[config.mk]
export PLATFORM = sky130hd
export DESIGN_NAME = ps2_host_tx
export DESIGN_NICKNAME = d
export VERILOG_FILES = /design/src/rtl/ps2_pkg.sv /design/src/rtl/ps2_line_filter.sv /design/src/rtl/ps2_host_tx.sv
export SDC_FILE = /design/constraint.sdc
export NUM_CORES = 1
export LEC_CHECK = 0
export CAP_MARGIN = 30
export CORE_UTILIZATION = 53
export DETAILED_ROUTE_END_ITERATION = 8
export MAX_ROUTING_LAYER = met4
export PLACE_DENSITY_LB_ADDON = 0.05
export SETUP_SLACK_MARGIN = 0.5
export SLEW_MARGIN = 20
export SYNTH_ARGS = -nofsm -noshare
export SYNTH_HDL_FRONTEND = slang
export SYNTH_SLANG_ARGS = --single-unit
[constraint.sdc]
create_clock -name CLOCK_50 -period 2.2 [get_ports CLOCK_50]
set_clock_uncertainty 0.05 [all_clocks]
set_input_delay 0.44 -clock CLOCK_50 [delete_from_list [all_inputs] [get_ports CLOCK_50]]
set_output_delay 0.44 -clock CLOCK_50 [all_outputs]
set_load 0.01 [all_outputs]
[src/rtl/ps2_pkg.sv]
// ps2_pkg
//   Shared definitions for the PS/2 host-side blocks: the transmitter state
//   enum, the keyboard command/response byte constants, and small helpers
//   used to size timers and compute the frame parity bit.
//   No ports; import with "import ps2_pkg::*;".
package ps2_pkg;

    // Transmitter sequencing states, in the order a normal transfer visits them.
    typedef enum logic [2:0] {
        IDLE,
        INHIBIT,
        REQ,
        WAIT_FIRST,
        SHIFT,
        ACK,
        WAIT_IDLE,
        ABORT
    } ps2State_e;

    // Host-to-keyboard commands and the keyboard's acknowledge byte.
    localparam logic [7:0] PS2_CMD_SETLED = 8'hED;
    localparam logic [7:0] PS2_CMD_RESET  = 8'hFF;
    localparam logic [7:0] PS2_CMD_ENABLE = 8'hF4;
    localparam logic [7:0] PS2_CMD_RESEND = 8'hFE;
    localparam logic [7:0] PS2_RSP_ACK    = 8'hFA;

    // Whole clock cycles in a microsecond interval; all protocol timers use this.
    function automatic int unsigned ps2UsToCycles(input int unsigned clkHz,
                                                  input int unsigned us);
        return (clkHz / 32'd1_000_000) * us;
    endfunction

    // PS/2 frames carry odd parity: data plus parity has an odd number of ones.
    function automatic logic ps2OddParity(input logic [7:0] data);
        return ~^data;
    endfunction

endpackage

[src/rtl/ps2_line_filter.sv]
// ps2_line_filter
//   Brings one asynchronous PS/2 line into the system clock domain and
//   removes short glitches. The synchronised level must differ from the
//   accepted level for FILTER_LEN consecutive cycles before the accepted
//   level changes. A one-cycle pulse marks each accepted 1->0 transition.
//   Usable for either line of the host transmitter or the receiver.
// Ports
//   clk_i    in   system clock
//   rst_i    in   asynchronous active-high reset (line assumed idle high)
//   line_i   in   raw pin level, asynchronous
//   level_o  out  filtered line level
//   fall_o   out  one-cycle pulse when the filtered level goes 1->0
module ps2_line_filter #(
    parameter int unsigned FILTER_LEN = 8
) (
    input  logic clk_i,
    input  logic rst_i,
    input  logic line_i,
    output logic level_o,
    output logic fall_o
);

    localparam int unsigned CNT_W = (FILTER_LEN > 1) ? $clog2(FILTER_LEN) : 1;

    logic [1:0]       sync_q;
    logic             level_q, level_d;
    logic             fall_q, fall_d;
    logic [CNT_W-1:0] cnt_q, cnt_d;

    // Any agreement with the accepted level restarts the stability count,
    // so a disturbance shorter than FILTER_LEN cycles never gets through.
    always_comb begin
        level_d = level_q;
        fall_d  = 1'b0;
        cnt_d   = '0;
        if (sync_q[1] != level_q) begin
            if (cnt_q == CNT_W'(FILTER_LEN - 1)) begin
                level_d = sync_q[1];
                fall_d  = ~sync_q[1];
            end else begin
                cnt_d = cnt_q + CNT_W'(1);
            end
        end
    end

    // Lines idle high, so reset the chain and the filter to 1.
    always_ff @(posedge clk_i or posedge rst_i) begin
        if (rst_i) begin
            sync_q  <= 2'b11;
            level_q <= 1'b1;
            fall_q  <= 1'b0;
            cnt_q   <= '0;
        end else begin
            sync_q  <= {sync_q[0], line_i};
            level_q <= level_d;
            fall_q  <= fall_d;
            cnt_q   <= cnt_d;
        end
    end

    assign level_o = level_q;
    assign fall_o  = fall_q;

endmodule

[src/rtl/ps2_host_tx.sv]
// ps2_host_tx
//   Host-to-device PS/2 transmitter. Requests to send by holding the clock
//   low, presents the start bit, then lets the keyboard clock out eight data
//   bits (LSB first), odd parity and the stop bit, and finally checks the
//   keyboard's ACK bit. Exactly one of tx_done / tx_error pulses for every
//   accepted byte. Both pins are open-collector: an *_oe of 1 pulls low.
// Ports
//   CLOCK_50    in   system clock
//   RESET       in   asynchronous active-high reset
//   tx_data     in   byte to send
//   tx_valid    in   send request, taken when tx_valid && tx_ready
//   tx_ready    out  high only while idle
//   tx_done     out  one-cycle pulse: byte sent and acknowledged
//   tx_error    out  one-cycle pulse: timeout or missing ACK
//   busy        out  high whenever not idle
//   ps2_clk_in  in   raw PS2_CLK pin level
//   ps2_dat_in  in   raw PS2_DAT pin level
//   ps2_clk_oe  out  1 = pull PS2_CLK low
//   ps2_dat_oe  out  1 = pull PS2_DAT low
module ps2_host_tx
    import ps2_pkg::*;
#(
    parameter int unsigned CLK_FREQ_HZ      = 50_000_000,
    parameter int unsigned INHIBIT_US       = 120,
    parameter int unsigned START_TIMEOUT_US = 15000,
    parameter int unsigned XFER_TIMEOUT_US  = 2000,
    parameter int unsigned FILTER_LEN       = 8
) (
    input  logic       CLOCK_50,
    input  logic       RESET,
    input  logic [7:0] tx_data,
    input  logic       tx_valid,
    output logic       tx_ready,
    output logic       tx_done,
    output logic       tx_error,
    output logic       busy,
    input  logic       ps2_clk_in,
    input  logic       ps2_dat_in,
    output logic       ps2_clk_oe,
    output logic       ps2_dat_oe
);

    localparam int unsigned INHIBIT_CYC = ps2UsToCycles(CLK_FREQ_HZ, INHIBIT_US);
    localparam int unsigned START_CYC   = ps2UsToCycles(CLK_FREQ_HZ, START_TIMEOUT_US);
    localparam int unsigned XFER_CYC    = ps2UsToCycles(CLK_FREQ_HZ, XFER_TIMEOUT_US);
    localparam int unsigned MAX_A       = (INHIBIT_CYC > START_CYC) ? INHIBIT_CYC : START_CYC;
    localparam int unsigned MAX_CYC     = (MAX_A > XFER_CYC) ? MAX_A : XFER_CYC;
    localparam int unsigned TIMER_W     = (MAX_CYC > 1) ? $clog2(MAX_CYC) : 1;

    ps2State_e          state_q, state_d;
    logic [TIMER_W-1:0] timer_q, timer_d;
    logic [8:0]         shift_q, shift_d;
    logic [3:0]         bitIdx_q, bitIdx_d;
    logic               ackOk_q, ackOk_d;
    logic               datOe_q, datOe_d;

    logic clkLevel, clkFall;
    logic datLevel, unusedDatFall;
    logic timerZero;

    ps2_line_filter #(.FILTER_LEN(FILTER_LEN)) uClkFilter (
        .clk_i   (CLOCK_50),
        .rst_i   (RESET),
        .line_i  (ps2_clk_in),
        .level_o (clkLevel),
        .fall_o  (clkFall)
    );

    ps2_line_filter #(.FILTER_LEN(FILTER_LEN)) uDatFilter (
        .clk_i   (CLOCK_50),
        .rst_i   (RESET),
        .line_i  (ps2_dat_in),
        .level_o (datLevel),
        .fall_o  (unusedDatFall)
    );

    assign timerZero = (timer_q == '0);

    // Next-state logic. The shared timer free-runs down to zero and is
    // reloaded on entry to INHIBIT, WAIT_FIRST and SHIFT; the transfer
    // timeout loaded at the first fall keeps running through ACK and WAIT_IDLE.
    // shift_q holds {parity, data} and is consumed LSB first, one bit per fall.
    always_comb begin
        state_d  = state_q;
        timer_d  = timerZero ? timer_q : timer_q - TIMER_W'(1);
        shift_d  = shift_q;
        bitIdx_d = bitIdx_q;
        ackOk_d  = ackOk_q;
        datOe_d  = datOe_q;
        tx_done  = 1'b0;
        tx_error = 1'b0;

        case (state_q)
            IDLE: begin
                datOe_d = 1'b0;
                if (tx_valid) begin
                    shift_d = {ps2OddParity(tx_data), tx_data};
                    timer_d = TIMER_W'(INHIBIT_CYC - 1);
                    state_d = INHIBIT;
                end
            end

            INHIBIT: begin
                // Start bit goes out on the last inhibit cycle so data is
                // already low when the clock is released.
                if (timer_q == TIMER_W'(1) || timerZero) begin
                    datOe_d = 1'b1;
                end
                if (timerZero) begin
                    state_d = REQ;
                end
            end

            REQ: begin
                timer_d = TIMER_W'(START_CYC - 1);
                state_d = WAIT_FIRST;
            end

            WAIT_FIRST: begin
                if (clkFall) begin
                    datOe_d  = ~shift_q[0];
                    shift_d  = shift_q >> 1;
                    bitIdx_d = 4'd1;
                    timer_d  = TIMER_W'(XFER_CYC - 1);
                    state_d  = SHIFT;
                end else if (timerZero) begin
                    state_d = ABORT;
                end
            end

            SHIFT: begin
                if (timerZero) begin
                    state_d = ABORT;
                end else if (clkFall) begin
                    // Indices 1..8 carry data bits 1..7 and parity; the
                    // ninth fall releases data for the stop bit.
                    if (bitIdx_q == 4'd9) begin
                        datOe_d = 1'b0;
                        state_d = ACK;
                    end else begin
                        datOe_d  = ~shift_q[0];
                        shift_d  = shift_q >> 1;
                        bitIdx_d = bitIdx_q + 4'd1;
                    end
                end
            end

            ACK: begin
                if (timerZero) begin
                    state_d = ABORT;
                end else if (clkFall) begin
                    ackOk_d = ~datLevel;
                    state_d = WAIT_IDLE;
                end
            end

            WAIT_IDLE: begin
                if (clkLevel && datLevel) begin
                    tx_done  = ackOk_q;
                    tx_error = ~ackOk_q;
                    state_d  = IDLE;
                end else if (timerZero) begin
                    state_d = ABORT;
                end
            end

            ABORT: begin
                tx_error = 1'b1;
                state_d  = IDLE;
            end

            default: begin
                state_d = IDLE;
            end
        endcase

        if (state_d == ABORT || state_d == IDLE) begin
            datOe_d = 1'b0;
        end
    end

    // Async reset releases both lines at once and drops any transfer silently.
    always_ff @(posedge CLOCK_50 or posedge RESET) begin
        if (RESET) begin
            state_q  <= IDLE;
            timer_q  <= '0;
            shift_q  <= '0;
            bitIdx_q <= '0;
            ackOk_q  <= 1'b0;
            datOe_q  <= 1'b0;
        end else begin
            state_q  <= state_d;
            timer_q  <= timer_d;
            shift_q  <= shift_d;
            bitIdx_q <= bitIdx_d;
            ackOk_q  <= ackOk_d;
            datOe_q  <= datOe_d;
        end
    end

    assign ps2_clk_oe = (state_q == INHIBIT) || (state_q == REQ);
    assign ps2_dat_oe = datOe_q;
    assign tx_ready   = (state_q == IDLE);
    assign busy       = (state_q != IDLE);

endmodule

Word-level counts from Yosys, hierarchy flattened
Index checks and enable logic that the tools add are counted.
- eq/ne operators: 23
- bitwise gates (word level): 5
- reductions and logical operators: 18
- muxes and demuxes: 43
- add/sub/neg operators: 4
- operators with widths (kind ; number):
    two-way mux 20 bit ; 3
    case mux 20 bit (3 select lines) ; 1
    two-way mux 9 bit ; 5
    two-way mux 3 bit ; 14
    case mux 9 bit (3 select lines) ; 1
    case mux 3 bit (8 select lines) ; 1
    == test 3 bit, second input constant ; 7
    == test 20 x 1 -> 1 bit, second input constant ; 1
    logical NOT 20 bit ; 1
    subtractor 20 x 1 -> 20 bit, second input constant ; 1
    two-way mux 4 bit ; 4
    two-way mux 1 bit ; 11
    AND reduction 5 bit ; 2
    case mux 4 bit (2 select lines) ; 1
    XNOR reduction 8 bit ; 1
    adder 3 x 1 -> 3 bit, second input constant ; 2
    == test 3 x 2 -> 1 bit, second input constant ; 2
    logical NOT 3 bit ; 2
    inequality test 2 bit, second input constant ; 3
    inequality test 3 x 2 -> 1 bit, second input constant ; 2
    inequality test 3 bit, second input constant ; 2
    AND reduction 6 bit ; 1
    nonzero test 3 bit ; 2
    inverter 1 bit ; 5
    other kinds (13) ; 18
- register bits: 51
- output and inout port bits: 6

Longest topological paths before layout
Gate-level depths: netlist of run 1.
- depth in word-level cells: 9
- depth in mapped cells: 9

Cells and area by module
From an unflattened synthesis of run 1, not the netlist that was laid out.
- cell total of the unflattened synthesis: 300
- area total of the unflattened synthesis: 2944.1 um2
- modules (own cells, without submodules) (module ; times used ; cells an instance ; area an instance (um2)):
    ps2_host_tx ; 1 ; 268 ; 2413.6
    ps2_line_filter ; 2 ; 16 ; 265.3

Least setup slack after synthesis of run 1
Ideal clock, no wire load.
- kind: register to register
- from: register timer_q[8]
- to: register timer_q[19]
- data required time: 2.017 ns
- slack: -0.037 ns
- arrival: 2.053 ns
- cell stages (with the launch flop): 8
- path through: dfrtp_1 > or4_1 > buf_6 > nor4_4 > nand2b_2 > nor4b_2 > mux2i_1 > o21ai_1
- word-level cells in the longest chain between the ends: 4
- elaborated cells on any way between the ends: 6
- those cells by class: 1 x add/sub; 4 x mux; 1 x reduce/logical
- ends and longest elaborated chain (what ; line ; RTL):
    from (decl) ; ps2_host_tx.sv:51 ; logic [TIMER_W-1:0] timer_q, timer_d;
    from (signal assigned) ; ps2_host_tx.sv:193 ; timer_q <= timer_d;
    subtractor 20 x 1 -> 20 bit or logical NOT 20 bit (tied branches) ; ps2_host_tx.sv:85, ps2_host_tx.sv:77 ;
    two-way mux 20 bit * ; ps2_host_tx.sv:85 ; timer_d = timerZero ? timer_q : timer_q - TIMER_W'(1);
    two-way mux 20 bit, on equally long branches ; ps2_host_tx.sv:120, ps2_host_tx.sv:96 ;
    case mux 20 bit (3 select lines) * ; ps2_host_tx.sv:93 ; case (state_q)
    net timer_d[19] ; ps2_host_tx.sv:51 ;
The timed path passes the listed nets; every way through them passes the cells marked *.
A chain may end at the register's enable or synchronous reset.

Worst setup path in the final report of run 1
- from: register timer_q[8]
- to: register datOe_q (netlist: ps2_dat_oe)
- word-level cells in the longest chain between the ends: 8
- elaborated cells on any way between the ends: 20
- those cells by class: 6 x eq/ne; 8 x mux; 6 x reduce/logical
- ends and longest elaborated chain (what ; line ; RTL):
    logical NOT 20 bit ; ps2_host_tx.sv:77 ; assign timerZero = (timer_q == '0);
    two-way mux 3 bit ; ps2_host_tx.sv:126, ps2_host_tx.sv:162 ;
    two-way mux 3 bit, on equally long branches ; ps2_host_tx.sv:158, ps2_host_tx.sv:120 ;
    case mux 3 bit (8 select lines) ; ps2_host_tx.sv:93 ;
    == test 3 bit or logical NOT 3 bit (tied branches) ; ps2_host_tx.sv:177 ; if (state_d == ABORT || state_d == IDLE) begin
    logical OR 1 bit ; ps2_host_tx.sv:177 ;
    inequality test 3 x 2 -> 1 bit (no source line) (tied with other cells) ; - ;
    AND reduction 5 bit (no source line) ; - ;
    to (signal assigned) ; ps2_host_tx.sv:197 ; datOe_q <= datOe_d;
    to (decl) ; ps2_host_tx.sv:55 ; logic datOe_q, datOe_d;
Parallel ways exist; a longest one is shown, timed or not.

==> metrics, run 1 <==
run status finished with violations; failing checks negative setup slack; Pwr per Cell Area between 400 and 500 nW/um2; Syn Inst Count ~290; n_diodes 0; adder-cell share of the synthesized area 0.03468; register area share after synthesis 0.4447; Clk pin slew, worst setup/hold paths 90 ps; Max Fanout on Critical Path 4; Die H 75.80 um; Pins Over Slew Limit 0; post-synthesis simple-gate area fraction 0.1994; Root Driver clkbuf_8; synthesis warning total 0; # DRC 0; Synth Register Bits 51; H-tree Lvls 2; XOR/XNOR share of the synthesized area 0.07282; Port Buffers 18; Min-Delay Path Class flip-flop to flip-flop; maximum root-to-sink buffer count 2; Total Power 1966 uW; die area 5746 um2; Period minus WS final 2211 ps; maximum clock frequency 452.2 MHz; Worst Setup End Kind flip-flop; CTS tree yes; Unique masters post-synth 57; # IOs 19; number of synthesized flops with an enable pin 0; Crit Path Category flip-flop to flip-flop; Final WS setup -11.36 ps; CP Launch Type flip-flop; CTS Sinks 51; gr usage total 0.2557; Fin. Hold Viols 0; final WL 7197 um; RSZ-0062 raised after global routing yes; die width ~76 um; grt total ovfl 0; CTS Buf Count 5; CTS Hold Bufs 0; initial antenna violation count 0; Layout Nets ~400; Post-synth ARST share 1.000; WP buf/inv 2; worst skew pair latency 300 ps; complex-gate fraction of the synthesized area 0.1669; layout cells sized above 1 0.4613; CP top delay family simple AND/OR/NAND/NOR gates; post-synthesis mux area share 0.04985; Starting Density 0.5581; Crit path arrival time 2380 ps; WP data required 2370 ps; area growth from synthesis to layout 46.73%; Syn Nets 307; global-route wire length before repair 10500 um; Initial DRC Count about 150; final worst-path cycle share 1.005; final setup vio count 3; worst IR drop on VDD 0.5331 mV; crit-path cells or4_4 -> buf_6 -> nor4_4 -> buf_4 -> o2111ai_1 -> nand3_1 -> nand3_1 -> a311oi_2; gpl congestion 0.8725; FF+latch area 1286 um2; vias after detailed routing ~2500; DR vias/cell 5.611; Post-Syn Area roughly 2900 um2; ys flop type dfrtp_1; antenna-violating nets left 0; routed len/inst 16.17 um; Initial DRT Pass Iterations 4; dpl hpwl 4822 um; CORE AREA ~5200 um2; final design utilization 0.8188; max incr delay on CP 530 ps; crit path max-delay cell type or4_4; mean post-synth cell area 10.09 um2; vias in the first global route 2316; Leak 0.001793 uW; worst relative slew slack 0.6145; Crit path top cell by count nand3_1; fill cell count 295; setup_tns -28.07 ps; FP Rows 26; max cap viols 0; Multi-input gate area 1862 um2; measured slew at the worst slew-check pin 571.1 ps; largest net degree at the start of global routing 22; largest family of logic cells by synthesized area simple AND/OR/NAND/NOR gates
-- cell usage after synthesis, drive strengths merged, types with 2 or more instances --
cell type | n | area, um2
o21ai | 29 | 145.1
nand3 | 7 | 40.04
and2 | 5 | 31.28
clkbuf | 2 | 7.510
buf | 8 | 46.28
and3 | 2 | 12.51
and3b | 2 | 17.52
nor2 | 19 | 71.32
a32oi | 2 | 25.03
mux2 | 3 | 33.78
o31ai | 6 | 55.05
nand2b | 3 | 21.27
a41o | 2 | 20.02
nor3 | 10 | 55.05
o2111ai | 3 | 26.28
dfstp | 6 | 157.7
dfrtp | 45 | 1126
nand2 | 29 | 108.9
nor4b | 2 | 30.03
ha | 8 | 100.1
a21o | 2 | 15.01
mux2i | 11 | 110.1
xnor2 | 16 | 140.1
inv | 10 | 37.54
xor2 | 8 | 70.07
or3 | 3 | 18.77
a21oi | 10 | 50.05
or4 | 4 | 33.78
o21a | 3 | 22.52
nor3b | 3 | 27.52
nor4 | 7 | 88.83
a211oi | 2 | 15.01
a2111o | 2 | 22.52
-- flip-flops by register name, indices dropped and copies added (netlist names) --
| name | count |
|---|---|
| timer_q | 20 |
| shift_q | 9 |
| bitIdx_q | 4 |
| state_q | 3 |
| uClkFilter.cnt_q | 3 |
| uDatFilter.cnt_q | 3 |
| uClkFilter.sync_q | 2 |
| uDatFilter.sync_q | 2 |
| ackOk_q | 1 |
| ps2_dat_oe | 1 |
| uClkFilter.fall_o | 1 |
| uClkFilter.level_o | 1 |
| uDatFilter.level_o | 1 |
-- where the power goes --
group	total (uW)	internal [uW]	switching, uW	leakage, uW
clock network	690	374	316	0.0000618
logic	227	121	107	0.00113
registers	1050	1010	37.2	0.000597
-- layout by cell type (no fill, tap or decap), types with 6 or more instances in the layout --
cell / Yosys / routed
buf_4: 2 / 52
buf_6: 1 / 18
clkbuf_8: 0 / 6
clkdlybuf4s50_1: 0 / 12
dfrtp_1: 45 / 43
dfstp_2: 6 / 6
ha_1: 8 / 7
mux2i_1: 11 / 11
nand2_1: 29 / 16
nand2_2: 0 / 10
nand3_1: 6 / 6
nor2_1: 19 / 14
o21ai_0: 28 / 6
o21ai_1: 1 / 17
o21ai_2: 0 / 6
xnor2_1: 16 / 14
xor2_1: 8 / 7
-- path summary, 6_finish.rpt --
path,from,end,slack [ps],depth (start not counted)
worst max register to register,timer_q[8],ps2_dat_oe,-10,8
max in group asynchronous,RESET,uClkFilter.level_o,1110,3
worst max-delay path,timer_q[8],ps2_dat_oe,-10,8
min in group asynchronous,RESET,uDatFilter.cnt_q[1],420,2
worst min-delay path,uDatFilter.sync_q[0],uDatFilter.sync_q[1],310,0
worst min register to register,uDatFilter.sync_q[0],uDatFilter.sync_q[1],310,0
-- routing by layer --
layer | routed length (um) | track usage
met3 | 237 | 0.03968
met5 | 0 | -
met2 | 3780 | 0.4326
met4 | 167 | 0.1049
met1 | 3011 | 0.3038
-- timing repair --
item | in CTS | in global routing
setup endpoints to repair | 44 | 43
cloned | 0 | 3
pin swaps | 19 | 37
gates resized for setup | 64 | 62
buffers inserted | 8 | 12
-- area by class of cell --
type / instances / share of cell area
Inverter: 10 / 0.01093
Timing Repair Buffer: 91 / 0.1965
Tap cell: 70 / 0.02068
Clock buffer: 6 / 0.01950
Clock inverter: 2 / 0.009158
Sequential cell: 51 / 0.3037
Multi-Input combinational cell: 215 / 0.4396
-- cell families after synthesis --
family / count (synthesis)
simple gates: 99
xor+xnor: 24
buf+inv: 20
fa+ha+maj: 8
compound gates: 70
flops: 51
mux: 14
-- through the flow --
stage | hold slack [ps] | setup slack, ps | std cells | cell area [um2]
2_1_floorplan | 295.2 | 81.64 | 286 | 2950
3_3_place_gp | 296.4 | 24.07 | 414 | 3561
3_5_place_dp | 298.1 | -58.85 | 414 | 3561
4_1_cts | 312.0 | -15.91 | 430 | 3864
5_1_grt | 315.9 | -95.86 | 445 | 4235
6_report | 311.2 | -11.36 | 445 | 4235
(Power assumes the default switching activity.)
==> run 2, diff against run 1 <==
Settings changed: HOLD_SLACK_MARGIN from default to 0.12, TNS_END_PERCENT from default to 5.
==> run 2 against run 1 <==
  * The run still ends with negative setup slack left
  * Cell count fell by 4.9%
  * Total power shrank 1.1%
  * Routed wire length decreased by 6.0%
  * Clock-buffer cell count did not move
  * Largest cell class unchanged
  * First-iteration DRC count shrank 12%
  * Worst hold slack improved by 0.90 ps
  * Clock power rose by 0.7%
  * Global-route usage increased by 1.2 points
==> metrics, run 2 (same netlist as run 1, synthesis figures left out) <==
antenna-violating nets left 0 (unchanged); run status finished with violations; Crit Path Category flip-flop to flip-flop; vias in the first global route 2371 (+2.4%); area growth from synthesis to layout 31.95%; Max Fanout on Critical Path 6 (+2); failing checks negative setup slack; Port Buffers 18 (unchanged); hold_sp uDatFilter.sync_q[0]; Initial DRT Pass Iterations 4 (unchanged); CTS tree yes; CORE AREA 5172 um2 (unchanged); CP Launch Type flip-flop; Leak 0.001591 uW (-11%); WL met2 3606 um (-4.6%); Layout Nets 373 (-5.6%); Period minus WS final 2378 ps (+166.6 ps); layout cells sized above 1 0.3711 (-0.09023); most common cell after layout, fill and taps aside buf_4; vias after detailed routing 2399 (-3.9%); met3 wire length 187 um (-21%); Worst Setup End Kind flip-flop; Final WS setup -178.0 ps (-166.6 ps); # IOs 19 (unchanged); worst skew pair latency 310 ps (about the same); maximum clock frequency 420.5 MHz (-7.0%); die area 5746 um2 (unchanged); H-tree Lvls 2 (unchanged); measured slew at the worst slew-check pin 622.7 ps (+51.58 ps); largest registers timer_q x20, shift_q x9, bitIdx_q x4; # DRC 0 (unchanged); Min-Delay Path Class flip-flop to flip-flop; RR Startpoint timer_q[7]; Crit path arrival time 2540 ps (+160 ps); max layer used met4; setup_tns -730.9 ps (-702.8 ps); Root Driver clkbuf_8; DR vias/cell 5.671 (+1.1%); Pins Over Slew Limit 0 (unchanged); global-route wire length before repair 11000 um (+4.7%); placed insts 404 (-2.4%); grt total ovfl 0 (unchanged); Total Power 1945 uW (-1.1%); Starting Density 0.5581 (unchanged); maximum root-to-sink buffer count 2 (unchanged); final setup vio count 10 (+7); Pwr per Cell Area 510.7 nW/um2 (+10%); CTS Buf Count 5 (unchanged); Initial DRC Count 128 (-12%); FP Rows 26 (unchanged); n_diodes 0 (unchanged); worst IR drop on VDD 0.4754 mV (-11%); largest net degree at the start of global routing 34 (+55%); final WL 6766 um (-6.0%); max cap viols 0 (unchanged); WL met1 2888 um (-4.1%); RSZ-0062 raised after global routing yes; gr usage total 0.2675 (+0.01182); gpl congestion 0.8653 (-0.83%); Top reg by flops timer_q; final worst-path cycle share 1.081 (+0.07573); Fin. Hold Viols 0 (unchanged); routed len/inst 16.00 um (-1.1%); worst relative slew slack 0.5817 (-0.03275); final std cells w/o fill 423 (-4.9%); CTS Sinks 51 (unchanged); most frequent cells in the layout buf_4 (46), dfrtp_1 (43), nand2_1 (16), xnor2_1 (16), nor2_1 (15); max reg flops 20 (unchanged); WP data required 2360 ps (about the same); initial antenna violation count 0 (unchanged); Clk pin slew, worst setup/hold paths 100 ps (about the same); Critical Path Start timer_q[7]; die width 75.80 um (unchanged); Die H 75.80 um (unchanged); dpl hpwl 4820 um (about the same)
run 2: changes by cell type in the layout (fill, tap and decap cells not counted), moves of 4 or more:
cell	before	now
buf_4	52	46
o21ai_0	6	12
buf_6	18	5
nor3_1	4	8
a21oi_1	4	9
a21oi_2	5	1
o21ai_1	17	12
run 2: power breakdown:
group	switching (uW)	leakage (uW)	internal, uW
sequential	41.6	0.000597	1010
clock	320	0.0000618	374
combinational	90.3	0.000933	106
total	452	0.00159	1490
run 2: path summary, 6_finish.rpt:
kind,endpoint,slack [ps],depth (start not counted)
setup / recovery,ps2_dat_oe,-180,8
hold / removal,uDatFilter.sync_q[1],310,0
setup reg to reg,ps2_dat_oe,-180,8
hold reg to reg,uDatFilter.sync_q[1],310,0
max in group asynchronous,uClkFilter.level_o,1270,3
min in group asynchronous,shift_q[6],410,3
run 2: through the flow:
step                hold slack (ps)  setup slack (ps)  area (um2)    util
global placement              296.0             36.90        3432  0.6635
floorplan                     295.2             80.24        2905       -
CTS                           311.8            -101.7        3734  0.7218
detailed placement            297.6            -88.44        3432  0.6635
global route                  313.9            -260.8        3809  0.7363
finish                        312.1            -178.0        3809  0.7363
run 2: final cells by class:
cell class                      instances  area [um2]
Clock inverter                          2       38.79
Clock buffer                            6       82.58
Inverter                               10       40.04
Fill cell                             370        1364
Sequential cell                        51        1286
Multi-Input combinational cell        215        1693
Tap cell                               70       87.58
Timing Repair Buffer                   69       580.6
run 2: critical path, cell delays in order, from the launching register on:
cell and delay (ps):
dfrtp_1 410, or4_4 530, buf_8 150, nor4_4 340, buf_4 180, and3_4 200
or4_4 120, nand3_2 60, a311oi_2 240
run 2: routing by layer:
layer  vias to the layer above  GRT usage
met2                        38     0.4484
met5                         -          -
met4                         0    0.09465
met3                         8    0.05159
met1                      1191     0.3209
li1                       1162          -
run 2: repair_timing:
| item | CTS | global route |
|---|---|---|
| hold buffers | 0 | 0 |
| pin swaps | 35 | 29 |
| resized for setup | 76 | 17 |
| endpoints found under the setup margin | 44 | 43 |
| buffers inserted | 8 | 3 |
==> run 3, diff against run 2 <==
Settings changed: ABC_AREA from default to 1.
==> run 3 against run 2 <==
  * The flow now finishes without violations
  * Non-clock buffer count decreased by 13
  * Cell count is 13% higher
  * Critical path depth is 5 lower
  * Utilization decreased by 0.82 points
  * Synthesized cell count increased by 22%
  * Combinational power rose to 6.4 times the previous value
  * First-iteration DRC count down 30%
  * Die area grew 2.2%
  * Cell area rose by 0.13%
  * Worst hold slack got worse by 3.1 ps
  * Setup slack improved by 520 ps
  * Critical endpoint is now tx_error
  * Highest routed layer unchanged
==> metrics, run 3 <==
maximum root-to-sink buffer count 2 (unchanged); # DRC 0 (unchanged); DR vias/cell 5.172 (-8.8%); Port Buffers 18 (unchanged); Crit path arrival time 1360 ps (-1180 ps); Max Fanout on Critical Path 3 (-3); post-synthesis simple-gate area fraction 0.2437 (+0.04435); CTS Hold Bufs 0 (unchanged); # IOs 19 (unchanged); count leader, synth nand2_1; WP data required 1710 ps (-650 ps); Unique masters post-synth 38 (-33%); Synth area leader dfrtp_1; Crit Path Category flip-flop to output port; gr usage total 0.2411 (-0.02641); Pwr per Cell Area 846.5 nW/um2 (+66%); Layout Nets 428 (+15%); routed len/inst 14.07 um (-12%); die area 5871 um2 (+2.2%); max reg flops 20 (unchanged); mean post-synth cell area 8.482 um2 (-16%); max cap viols 0 (unchanged); worst IR drop on VDD 0.5927 mV (+25%); grt total ovfl 0 (unchanged); initial antenna violation count 0 (unchanged); complex-gate fraction of the synthesized area 0.1242 (-0.04268); CTS tree yes; crit path max-delay cell type dfstp_2; gpl congestion 0.9069 (+4.8%); Syn Inst Count 348 (+22%); Total Power 3228 uW (+66%); post-route cell area 3814 um2 (+0.13%); final setup vio count 0 (-10); measured slew at the worst slew-check pin 421.7 ps (-200.9 ps); adder-cell share of the synthesized area 0.03391 (-0.0007644); Root Driver clkbuf_8; layout cells sized above 1 0.3015 (-0.06963); crit-path cells nand2_2 -> o32ai_2 -> buf_2; CORE AREA 5238 um2 (+1.3%); Die H 76.63 um (+1.1%); Initial DRC Count 90 (-30%); most frequent cells in the layout nand2_1 (51), dfrtp_1 (42), inv_1 (39); Clk pin slew, worst setup/hold paths 90 ps (about the same); instance area at placement 3258 um2 (-5.1%); post-synthesis mux area share 0.003815 (-0.04603); final worst-path cycle share 0.8424 (-0.2384); Min-Delay Path Class flip-flop to flip-flop; largest registers timer_q x20, shift_q x9, bitIdx_q x4; Yosys top cell area share 0.3815 (-0.008599); n_diodes 0 (unchanged); WP buf/inv 1 (-1); XOR/XNOR share of the synthesized area 0.07418 (+0.001362); synth cell count leaders nand2_1 (56), dfrtp_1 (45), inv_1 (43); most common cell after layout, fill and taps aside nand2_1; Fin. Hold Viols 0 (unchanged); worst relative slew slack 0.7183 (+0.1366); Worst Setup End Kind output port; Top reg by flops timer_q; ys flop type dfrtp_1; worst skew pair latency 310 ps (about the same); dpl hpwl 4328 um (-10%); CTS Sinks 51 (unchanged); Leak 0.001769 uW (+11%); area growth from synthesis to layout 29.21%; largest family of logic cells by synthesized area simple AND/OR/NAND/NOR gates; antenna-violating nets left 0 (unchanged); top post-synthesis cells by area dfrtp_1 (38%), nand2_1 (7.1%), inv_1 (5.5%), dfstp_2 (5.3%), nor2_1 (5.3%); vias after detailed routing 2472 (+3.0%); register area share after synthesis 0.4349 (-0.009803); vias in the first global route 2394 (+0.97%); Post-synth ARST share 1.000 (unchanged); CTS Buf Count 5 (unchanged); setup_tns 0 ps (+730.9 ps); global-route wire length before repair 10870 um (-1.1%); maximum clock frequency 539.6 MHz (+28%); CP Launch Type flip-flop; Pins Over Slew Limit 0 (unchanged); Post-Syn Area 2952 um2 (+2.3%); die width 76.63 um (+1.1%); FP Rows 26 (unchanged); RSZ-0062 raised after global routing yes; Period minus WS final 1853 ps (-524.6 ps); number of synthesized flops with an enable pin 0 (unchanged); synthesis warning total 0 (unchanged); Syn Nets 369 (+20%); max incr delay on CP 580 ps (+50 ps); Initial DRT Pass Iterations 4 (unchanged); run status completed; Starting Density 0.5635 (+0.005490); CP top delay family flip-flops; final WL 6724 um (-0.62%); largest net degree at the start of global routing 20 (-41%); Synth Register Bits 51 (unchanged); H-tree Lvls 2 (unchanged)
-- run 3: changes by cell type after synthesis, moves of 6 or more --
cell / before / now
inv_1: 10 / 43
mux2i_1: 11 / 0
nor2_1: 19 / 42
o21ai_0: 28 / 17
nand2_1: 29 / 56
o31ai_1: 4 / 12
nand3_1: 6 / 12
inv_2: 0 / 11
xnor2_1: 16 / 8
nor2_2: 0 / 7
xor2_1: 8 / 17
o21ai_1: 1 / 7
-- run 3: worst reg2reg max path: cells and delay by family (launching register included) --
kind / cells / cell delay [ps]
compound gates: 1 / 170
buf+inv: 2 / 250
flops: 1 / 580
simple gates: 8 / 630
-- run 3: kinds of logic (layout without fill, tap and decap cells) --
group,after synthesis,count (layout)
AOI/OAI and AO/OA,55,55
DFF,51,51
adders and majority gates,8,8
and+or+nand+nor,147,149
xor gates and xnor gates,25,25
buffers and inverters,61,119
muxes,1,1
-- run 3: what timing repair did --
item	in CTS	in global routing
gates resized for setup	31	34
buffers inserted	14	17
hold endpoints to repair	0	0
cloned	2	0
endpoints found under the setup margin	37	43
pin swaps	9	13
-- run 3: metal layers --
layer / up-vias / routed length (um) / track usage
met4: 0 / 99 / 0.08077
met5: - / 0 / -
li1: 1243 / - / -
met1: 1160 / 3094 / 0.3009
met3: 13 / 198 / 0.03593
met2: 56 / 3331 / 0.4009
-- run 3: final cells by class --
type / count / area [um2]
timing repair buffer: 56 / 513.0
inverter: 55 / 227.7
tap: 70 / 87.58
clock buffer: 6 / 82.58
multi-input combinational: 238 / 1580
sequential: 51 / 1287
clock inverter: 2 / 35.03
fill: 373 / 1424
-- run 3: report_power, final --
| part | switching, uW | leakage [uW] | internal [uW] |
|---|---|---|---|
| clock network | 319 | 0.0000612 | 369 |
| registers | 129 | 0.000621 | 1150 |
| logic | 668 | 0.00109 | 590 |
| total | 1120 | 0.00177 | 2110 |
-- run 3: path summary, 6_finish.rpt --
check	start	to	slack, ps	cells past startpoint
worst max-delay path	uClkFilter.level_o	tx_error	350	3
worst min-delay path	uDatFilter.sync_q[0]	uDatFilter.sync_q[1]	310	0
worst min register to register	uDatFilter.sync_q[0]	uDatFilter.sync_q[1]	310	0
max in group asynchronous	RESET	uDatFilter.sync_q[0]	1160	3
worst max register to register	uClkFilter.level_o	ps2_dat_oe	400	11
min in group asynchronous	RESET	timer_q[10]	420	2
-- run 3: stage by stage --
| stage | setup slack, ps | instances | utilization | hold slack, ps |
|---|---|---|---|---|
| final | 346.6 | 478 | 0.7281 | 308.9 |
| after global routing | 267.7 | 478 | 0.7281 | 313.1 |
| after floorplan | 496.8 | 348 | - | 295.2 |
| after global placement | 227.6 | 437 | 0.6221 | 295.7 |
| after detailed placement | 207.5 | 437 | 0.6221 | 298.5 |
| after CTS | 375.2 | 461 | 0.6813 | 311.7 |
